File: src/rtl/mqnic_l2_pkg.sv
// Shared constants, state encoding and PAUSE frame byte map for the mqnic L2 egress MAC control block.
package mqnic_l2_pkg;

    localparam logic [47:0] MAC_CTRL_DA        = 48'h01_80_C2_00_00_01;
    localparam logic [15:0] MAC_CTRL_ETHERTYPE = 16'h8808;
    localparam logic [15:0] PAUSE_OPCODE       = 16'h0001;
    localparam int          PAUSE_FRAME_BYTES  = 60;

    // Wide enough for the 8-beat frame produced by a 64-bit stream.
    localparam int BEAT_W = 4;

    typedef enum logic [1:0] {
        IDLE     = 2'd0,
        DATA     = 2'd1,
        PAUSE_TX = 2'd2
    } egress_state_t;

    function automatic int pause_beats(input int keep_width);
        return (PAUSE_FRAME_BYTES + keep_width - 1) / keep_width;
    endfunction

    // Byte idx of the FCS-less PAUSE frame; multi-byte fields go out MSB first.
    function automatic logic [7:0] pause_byte(input int idx, input logic [15:0] quanta,
                                              input logic [47:0] mac);
        logic [7:0] b;
        b = 8'h00;
        if (idx < 6)
            b = MAC_CTRL_DA[8*(5-idx) +: 8];
        else if (idx < 12)
            b = mac[8*(11-idx) +: 8];
        else if (idx < 14)
            b = MAC_CTRL_ETHERTYPE[8*(13-idx) +: 8];
        else if (idx < 16)
            b = PAUSE_OPCODE[8*(15-idx) +: 8];
        else if (idx < 18)
            b = quanta[8*(17-idx) +: 8];
        return b;
    endfunction

endpackage

File: src/rtl/mqnic_l2_egress_mac_ctrl_pause_gen.sv
// mqnic_pause_frame_gen: combinational beat generator for a 60-byte IEEE 802.3x PAUSE frame.
module mqnic_pause_frame_gen
    import mqnic_l2_pkg::*;
#(
    parameter int AXIS_DATA_WIDTH = 256,
    parameter int AXIS_KEEP_WIDTH = AXIS_DATA_WIDTH/8
) (
    input  logic [BEAT_W-1:0]          beat,
    input  logic [15:0]                quanta,
    input  logic [47:0]                mac,
    output logic [AXIS_DATA_WIDTH-1:0] tdata,
    output logic [AXIS_KEEP_WIDTH-1:0] tkeep,
    output logic                       tlast
);

    localparam int BEATS = pause_beats(AXIS_KEEP_WIDTH);

    always_comb begin
        tdata = '0;
        tkeep = '0;
        for (int i = 0; i < AXIS_KEEP_WIDTH; i++) begin
            tdata[8*i +: 8] = pause_byte(int'(beat)*AXIS_KEEP_WIDTH + i, quanta, mac);
            tkeep[i]        = (int'(beat)*AXIS_KEEP_WIDTH + i) < PAUSE_FRAME_BYTES;
        end
        tlast = (int'(beat) == BEATS - 1);
    end

endmodule

File: src/rtl/mqnic_l2_egress_mac_ctrl.sv
// L2 egress MAC control: data passthrough, PAUSE frame insertion at frame boundaries, rx-pause hold-off.
// Optional statistics counters are enabled with `define MQNIC_L2_EGRESS_STATS_EN.
module mqnic_l2_egress_mac_ctrl
    import mqnic_l2_pkg::*;
#(
    parameter int AXIS_DATA_WIDTH      = 256,
    parameter int AXIS_KEEP_WIDTH      = AXIS_DATA_WIDTH/8,
    parameter int AXIS_USER_WIDTH      = 1,
    parameter int AXIS_USE_READY       = 0,
    parameter int PAUSE_QUANTUM_CYCLES = 2
) (
    input  logic                       clk,
    input  logic                       rst,

    input  logic [AXIS_DATA_WIDTH-1:0] s_axis_tdata,
    input  logic [AXIS_KEEP_WIDTH-1:0] s_axis_tkeep,
    input  logic                       s_axis_tvalid,
    output logic                       s_axis_tready,
    input  logic                       s_axis_tlast,
    input  logic [AXIS_USER_WIDTH-1:0] s_axis_tuser,

    output logic [AXIS_DATA_WIDTH-1:0] m_axis_tdata,
    output logic [AXIS_KEEP_WIDTH-1:0] m_axis_tkeep,
    output logic                       m_axis_tvalid,
    input  logic                       m_axis_tready,
    output logic                       m_axis_tlast,
    output logic [AXIS_USER_WIDTH-1:0] m_axis_tuser,

    input  logic                       tx_pause_req,
    input  logic [15:0]                tx_pause_quanta,
    input  logic [47:0]                cfg_local_mac,
    input  logic                       rx_pause_valid,
    input  logic [15:0]                rx_pause_quanta,
    output logic                       tx_paused
`ifdef MQNIC_L2_EGRESS_STATS_EN
    ,
    output logic [31:0]                stat_pause_tx_frames,
    output logic [31:0]                stat_paused_cycles
`endif
);

    localparam int TIMER_W = 16 + $clog2(PAUSE_QUANTUM_CYCLES + 1);
    localparam int PAUSE_BEATS = pause_beats(AXIS_KEEP_WIDTH);
    localparam logic [BEAT_W-1:0] LAST_BEAT = BEAT_W'(PAUSE_BEATS - 1);

    egress_state_t        state;
    logic                 pending;
    logic [15:0]          req_quanta;
    logic [15:0]          frame_quanta;
    logic [BEAT_W-1:0]    beat;
    logic [TIMER_W-1:0]   timer;
    logic [TIMER_W-1:0]   timer_next;
    logic                 tready_eff;
    logic                 accept;

    logic [AXIS_DATA_WIDTH-1:0] gen_tdata;
    logic [AXIS_KEEP_WIDTH-1:0] gen_tkeep;
    logic                       gen_tlast;

    mqnic_pause_frame_gen #(
        .AXIS_DATA_WIDTH (AXIS_DATA_WIDTH),
        .AXIS_KEEP_WIDTH (AXIS_KEEP_WIDTH)
    ) u_pause_gen (
        .beat   (beat),
        .quanta (frame_quanta),
        .mac    (cfg_local_mac),
        .tdata  (gen_tdata),
        .tkeep  (gen_tkeep),
        .tlast  (gen_tlast)
    );

    assign tready_eff = (AXIS_USE_READY != 0) ? m_axis_tready : 1'b1;
    assign accept     = m_axis_tvalid && tready_eff;

    always_comb begin
        if (rx_pause_valid)
            timer_next = TIMER_W'(rx_pause_quanta) * TIMER_W'(PAUSE_QUANTUM_CYCLES);
        else if (timer != '0)
            timer_next = timer - TIMER_W'(1);
        else
            timer_next = timer;
    end

    // NOTE: every output gets a default first so no path through the case infers a latch.
    always_comb begin
        m_axis_tdata  = '0;
        m_axis_tkeep  = '0;
        m_axis_tvalid = 1'b0;
        m_axis_tlast  = 1'b0;
        m_axis_tuser  = '0;
        s_axis_tready = 1'b0;
        case (state)
            IDLE, DATA: begin
                if (state == DATA || (!pending && timer == '0)) begin
                    m_axis_tdata  = s_axis_tdata;
                    m_axis_tkeep  = s_axis_tkeep;
                    m_axis_tvalid = s_axis_tvalid;
                    m_axis_tlast  = s_axis_tlast;
                    m_axis_tuser  = s_axis_tuser;
                    s_axis_tready = tready_eff;
                end
            end
            PAUSE_TX: begin
                m_axis_tdata  = gen_tdata;
                m_axis_tkeep  = gen_tkeep;
                m_axis_tvalid = 1'b1;
                m_axis_tlast  = gen_tlast;
            end
            default: ;
        endcase
        // Reset drops the handshake at once; the MAC discards the truncated frame.
        if (rst) begin
            m_axis_tvalid = 1'b0;
            s_axis_tready = 1'b0;
        end
    end

    // NOTE: sequential state uses non-blocking assignments so all registers update from pre-edge values.
    always_ff @(posedge clk or posedge rst) begin
        if (rst) begin
            state        <= IDLE;
            pending      <= 1'b0;
            req_quanta   <= '0;
            frame_quanta <= '0;
            beat         <= '0;
            timer        <= '0;
            tx_paused    <= 1'b0;
        end else begin
            timer     <= timer_next;
            tx_paused <= (timer_next != '0);

            if (tx_pause_req) begin
                pending    <= 1'b1;
                req_quanta <= tx_pause_quanta;
            end

            case (state)
                IDLE: begin
                    if (pending) begin
                        // Quanta are frozen here; a request arriving from now on stays pending.
                        state        <= PAUSE_TX;
                        frame_quanta <= req_quanta;
                        beat         <= '0;
                        if (!tx_pause_req)
                            pending <= 1'b0;
                    end else if (accept && !s_axis_tlast) begin
                        state <= DATA;
                    end
                end
                DATA: begin
                    if (accept && s_axis_tlast)
                        state <= IDLE;
                end
                PAUSE_TX: begin
                    if (accept) begin
                        if (beat == LAST_BEAT) begin
                            state <= IDLE;
                            beat  <= '0;
                        end else begin
                            beat <= beat + BEAT_W'(1);
                        end
                    end
                end
                default: state <= IDLE;
            endcase
        end
    end

`ifdef MQNIC_L2_EGRESS_STATS_EN
    always_ff @(posedge clk or posedge rst) begin
        if (rst) begin
            stat_pause_tx_frames <= '0;
            stat_paused_cycles   <= '0;
        end else begin
            if (state == PAUSE_TX && accept && beat == LAST_BEAT)
                stat_pause_tx_frames <= stat_pause_tx_frames + 32'd1;
            if (timer != '0)
                stat_paused_cycles <= stat_paused_cycles + 32'd1;
        end
    end
`endif

endmodule

File: config.mk
export PLATFORM = sky130hd
export DESIGN_NAME = mqnic_l2_egress_mac_ctrl
export DESIGN_NICKNAME = d
export VERILOG_FILES = /design/src/rtl/mqnic_l2_pkg.sv /design/src/rtl/mqnic_l2_egress_mac_ctrl_pause_gen.sv /design/src/rtl/mqnic_l2_egress_mac_ctrl.sv
export SDC_FILE = /design/constraint.sdc
export NUM_CORES = 1
export LEC_CHECK = 0
export BUFFER_PORTS_ARGS = -buffer_cell sky130_fd_sc_hd__clkbuf_2
export CAP_MARGIN = 15
export CORE_AREA = 2 2 261 263
export CTS_CLUSTER_DIAMETER = 100
export DETAILED_ROUTE_END_ITERATION = 7
export DIE_AREA = 0 0 263 265
export MAX_ROUTING_LAYER = met4
export SLEW_MARGIN = 10
export SYNTH_ARGS = -nofsm -noshare
export SYNTH_HDL_FRONTEND = slang
export SYNTH_SLANG_ARGS = --single-unit
File: constraint.sdc
create_clock -name clk -period 2.99 [get_ports clk]
set_input_delay 0.299 -clock clk [delete_from_list [all_inputs] [get_ports clk]]
set_output_delay 0.299 -clock clk [all_outputs]
set_load 0.02 [all_outputs]
* Yosys cells after proc, flatten, opt, wreduce, memory -nomap -nowiden
Cells that the tools add are included.
** Cells by class
- Add/subtract/negate cells :: 193
- Multipliers :: 0
- Divide/modulo/power cells :: 0
- Order comparisons :: 192
- Eq/ne operators :: 9
- Shifts and indexed selects :: 160
- Mux-type cells :: 190
- Bitwise logic cells :: 0
- Reductions and logical operators :: 15
** Operators with widths (number)
- $sub 5x29->29 const A :: 84
- $shiftx 16x32->8 const A :: 64
- $lt 32x5->1 const B :: 56
- $lt 32x6->1 const B :: 56
- $shiftx 48x32->8 :: 32
- $shiftx 48x32->8 const A :: 32
- $mux 8 :: 160
- $shiftx 16x32->8 :: 32
- $lt 32x7->1 const B :: 31
- $lt 32x4->1 const B :: 28
- $sub 4x29->29 const A :: 28
- $sub 6x29->29 const A :: 28
- $pmux 256 s2 :: 1
- $mux 256 :: 1
- $add 9x5->10 const B :: 16
- $sub 4x10->11 const A :: 9
- $add 9x4->10 const B :: 8
- $pmux 32 s2 :: 1
- $lt 10x4->1 const B :: 6
- $lt 10x5->1 const B :: 6
- $add 9x3->10 const B :: 4
- $mux 18 :: 2
- $reduce_bool 18->1 :: 2
- $sub 3x10->11 const A :: 3
- other kinds (37) :: 69
** Word-level totals
- Bits in registers :: 58
- Latch bits :: 0
- Memory bits (writable) :: 0
- Bits in read-only memories :: 0
- Input port bits :: 376
- Output and inout port bits :: 293
- Logic and storage cells :: 766
- Memories :: 0

* Depth between registers and ports, before layout
- Depth in word-level cells :: 10
- Mapped depth :: 12
- Mapped depth without buffers :: 9

* Hierarchy
From an unflattened synthesis, not the netlist that was laid out.
** Second synthesis, totals
- Cells, all modules :: 1219
- Area, all modules :: 8660.8 sq um
** Modules (own cells, without submodules)
- mqnic_l2_egress_mac_ctrl :: instances 1, cells an instance 922, area an instance 6500.0 sq um, sequential area each 1451.4 sq um
- mqnic_pause_frame_gen :: instances 1, cells an instance 297, area an instance 2160.8 sq um, sequential area each 0.0 sq um

* Worst setup path after synthesis
Ideal clock, no wire load.
- Kind :: register to output
- Start :: reg timer[0]
- End :: out m_axis_tdata[106]
- Arrival :: 2.551 ns
- Data required time :: 2.691 ns
- Path slack :: 0.140 ns
- Cell stages (with the launch flop) :: 13
- Buffers on the path :: 4
- Cell sequence :: dfrtp_1 > inv_1 > ha_1 > nor2b_1 > nand4_2 > clkbuf_1 > nor3_1 > nor2_1 > nor2_1 > clkbuf_1 > clkbuf_1 > clkbuf_1 > and2_1
** Between the ends
- Word-level cells in the longest chain between the ends :: 5
** Ends and longest elaborated chain
- start, declared :: RTL line mqnic_l2_egress_mac_ctrl.sv:51 : logic [TIMER_W-1:0] timer;
- start signal, assigned :: RTL line mqnic_l2_egress_mac_ctrl.sv:129 : timer <= timer_next;
- $logic_not 18->1 :: RTL line mqnic_l2_egress_mac_ctrl.sv:94 : if (state == DATA || (!pending && timer == '0)) begin
- $logic_and 1x1->1 :: RTL line mqnic_l2_egress_mac_ctrl.sv:94
- $logic_or 1x1->1 :: RTL line mqnic_l2_egress_mac_ctrl.sv:94
- $mux 256 :: RTL line mqnic_l2_egress_mac_ctrl.sv:94
- $pmux 256 s2 :: RTL line mqnic_l2_egress_mac_ctrl.sv:92 : case (state)
- end, declared :: RTL line mqnic_l2_egress_mac_ctrl.sv:22 : output logic [AXIS_DATA_WIDTH-1:0] m_axis_tdata,
No other way between the ends.

* Worst setup path in the final report
- Start :: reg timer[12]
- End :: out m_axis_tdata[33]
Same word-level chain as after synthesis.

==> reports/metrics.cfg <==
[synth]
synth_compound_area_frac = 0.238
synth_flop_cell = dfrtp_1
synth_fa_ha_area_frac = 0.00506
syn_nets = 960
synthTopCellsByArea = dfrtp_1, and2_1, a22o_1
synth_top_family_by_area = simple AND/OR/NAND/NOR gates
seq_area_frac_synth = 0.294
synth_xor_area_frac = 0.0142
netlist.area_leader.share = 0.294
yosysUniqueCellTypes = 42
synthArstFlopShare = 1.00
syn_area_per_cell_um2 = 8.49
yosysWarnings = 0
synth_mux_area_frac = 0.0752
netlist_instances = 582
yosysTopAreaCell = dfrtp_1
ys_ff_latch = 58
synth-edff-count = 0
syn-cell-area_mm2 = 0.00494
synthSimpleGateAreaFrac = 0.326

[placement]
dp.final_hpwl_um = 60800
place_inst = 2104
place_congestion = 0.874
place_ws_ps = -7.82
io_buffers = 667
placed_area_mm2 = 0.00959

[critical_path]
cp_num_buf_inv = 5
startpoint_type = register
slowest_delay_ps = 410
cp_top_family = simple AND/OR/NAND/NOR gates
reg2reg_to = tx_paused
cp_slowest_cell = dfrtp_1
ff2ff_setup_slack_ps = -20
worstPathCellList = nor4_4 > nand4_4 > buf_12 > nor3_4 > nor2_2 > nor2_4 > buf_12 > buf_12 > clkbuf_16 > and2_1 > clkbuf_4
end_kind = primary output
worstPathMaxFanout = 7
crit_type = register to primary output
cp_common_cell = buf_12
cp.required_ps = 2690
r2r-start = timer[12]
cp.arrival_ps = 2730
rr_worst_depth = 8

[power_and_ir_drop]
netSwitchingFraction = 0.463
p_int_mw = 4.05
vdd_drop_max_mv = 0.343
leakagePower_nw = 6.31
p_per_area_mw_per_mm2 = 604
p_switching_mw = 3.50
p_total_mw = 7.55
p_comb_frac = 0.708
p_seq_frac = 0.148
clkPwrFrac = 0.144

[clock_network]
cts_inserted_buffers = 9
tritoncts = yes
cts.path.max_buffers = 2
cts_hold_buffers = 0
cts_root_buf = clkbuf_16
clk_pin_slew_ps = 60
worst_skew_pair.late_latency_ps = 340
htreeDepth = 3
clock-sinks = 58

[route]
drt_iter0_drc = 345
wl_met3_um = 14000
ant_nets = 0
route.met2.wl_um = 31400
dr.max_layer_used = met4
wl_met1_um = 23200
avgRoutedWirePerCell_um = 31.1
wl_um = 69900
dr.pass1.iters = 5
route.detailed.drc = 0
via_count = 7958
vias_per_cell = 3.54

[floorplan]
coreArea_mm2 = 0.0668
die_x_um = 263
die_area_mm2 = 0.0697
dieHeight_um = 265
io_pins = 669
fp-row-count = 95
start_util = 0.0740

[grt]
grt_pass1_wl_um = 84000
grt_max_degree = 45
grtUsageTotal = 0.194
antenna_found_initial = 134
grt-ovfl-total = 0
first_global_vias = 7627

[run_status]
outcome = complete, but fails checks
violations = negative setup slack

[timing]
final-max-slew-violation-count = 0
relSlewSlack = 0.512
setup_viol = 61
tightestPinTransition_ps = 730
min_period_over_period = 1.01
fin_crit_ps = 3030
finalHoldViolCount = 0
setup_ws_ps = -37.9
fmax_ghz = 0.330
finClkSkew_ps = 14.0
rsz0062_at_grt = yes

[final_layout]
layout.nets = 1664
design_area_mm2 = 0.0125
syn2layout_area_growth_pct = 153
stdcell_count = 2249
drive_gt1_frac = 0.666
fillers = 7566
utilization = 0.187

[run]
max_cap_viol_count = 0

[worst_hold_path]
hp-class = input port to asynchronous set/reset pin

[registers in the layout, indices dropped and copies added, names as in the netlist]
signal,count
beat,4
frame_quanta,16
req_quanta,16
state,2
timer,18
tx_paused,1
pending,1
[kinds of logic (layout without fill, tap and decap cells)]
kind of cell,Yosys count,after routing
AND/OR/NAND/NOR,267,267
AO/OA/AOI/OAI,151,151
buffers and inverters,63,770
flip-flops,58,58
multiplexers,33,33
XOR/XNOR,8,8
adder cells (fa/ha/maj),2,2
other,0,87
[routing by layer]
layer  track usage  vias up
met3         0.175      106
met4        0.0284        0
met5             -        -
met2         0.306      553
li1              -     3592
met1         0.178     3707
[worst max path at each step]
| stage | start | end | cells after the start | slack, ps |
|---|---|---|---|---|
| 2_1_floorplan | timer[0] | m_axis_tdata[106] | 12 | 140 |
| 3_3_place_gp | timer[0] | tx_paused | 10 | 20 |
| 3_5_place_dp | timer[0] | tx_paused | 10 | -8 |
| 4_1_cts | timer[14] | m_axis_tdata[131] | 12 | -60 |
| 5_1_grt | timer[12] | m_axis_tdata[75] | 11 | -140 |
| 6_report | timer[12] | m_axis_tdata[33] | 11 | -40 |
[final cells by class]
cell class / count / area (µm²) / area share
Tap cell: 873 / 1090 / 0.0874
Clock buffer: 11 / 253 / 0.0202
Clock inverter: 3 / 40.0 / 0.00321
Inverter: 10 / 37.5 / 0.00301
Sequential cell: 58 / 1450 / 0.116
Antenna cell: 87 / 218 / 0.0174
Timing Repair Buffer: 746 / 5930 / 0.475
Multi-Input combinational cell: 461 / 3470 / 0.277
[power groups by stage]
stage | Combinational [mW] | Clock, mW | Sequential, mW
after floorplan | 2.48 | 0 | 1.08
after CTS | 5.12 | 1.11 | 1.12
after detailed placement | 4.47 | 0 | 1.13
after global placement | 4.46 | 0 | 1.13
final | 5.34 | 1.09 | 1.12
after global routing | 5.61 | 1.15 | 1.15
[worst reg2reg max path: stages (launching register included)]
cell and delay [ps]:
dfrtp_1 410, nor4_4 390, nand4_4 150, buf_4 170, or3_1 330, a31o_1 230, or2_0 200, or4_4 520
or4_4 490
[cells in the final DEF, fill, tap and decap left out, types with 3 or more instances in the layout]
cell type and instances:
buf_4 80, clkbuf_16 20, or3_1 4, clkbuf_4 26, nor2_1 24, inv_1 8
buf_12 12, a21oi_1 9, nand2b_1 5, nor4_1 5, and2_4 43, clkbuf_8 82
mux2_2 33, nand4_1 4, nand3_1 9, buf_8 24, xor2_1 3, a21o_1 42
clkbuf_2 441, dfrtp_1 57, a2bb2oi_1 7, nand2_1 8, and2_1 143, buf_2 12
buf_16 12, o21ai_0 12, xnor2_1 5, diode_2 87, nor3_1 4, buf_6 47
a22o_1 62
[per-stage QoR]
stage / hold slack (ps) / TNS (ps)
floorplan: 390 / 0
global placement: 481 / 0
detailed placement: 487 / -7.82
CTS: 160 / -2050
global route: 182 / -21970
finish: 152 / -837
[cell usage after synthesis (8+ instances only)]
library cell / instances
a21o_1: 42
clkbuf_1: 50
dfrtp_1: 58
o21ai_0: 12
a21oi_1: 9
nand3_1: 9
and2_1: 186
nand2_1: 8
a22o_1: 65
mux2_2: 33
nor2_1: 27
inv_1: 10
[repair_timing]
item,in CTS,in global routing
pin swaps,33,43
gates cloned,11,16
endpoints found under the hold margin,0,0
setup endpoints to repair,282,282
buffers inserted,14,6
resized for setup,295,269
Power figures use the tool's default switching activity.
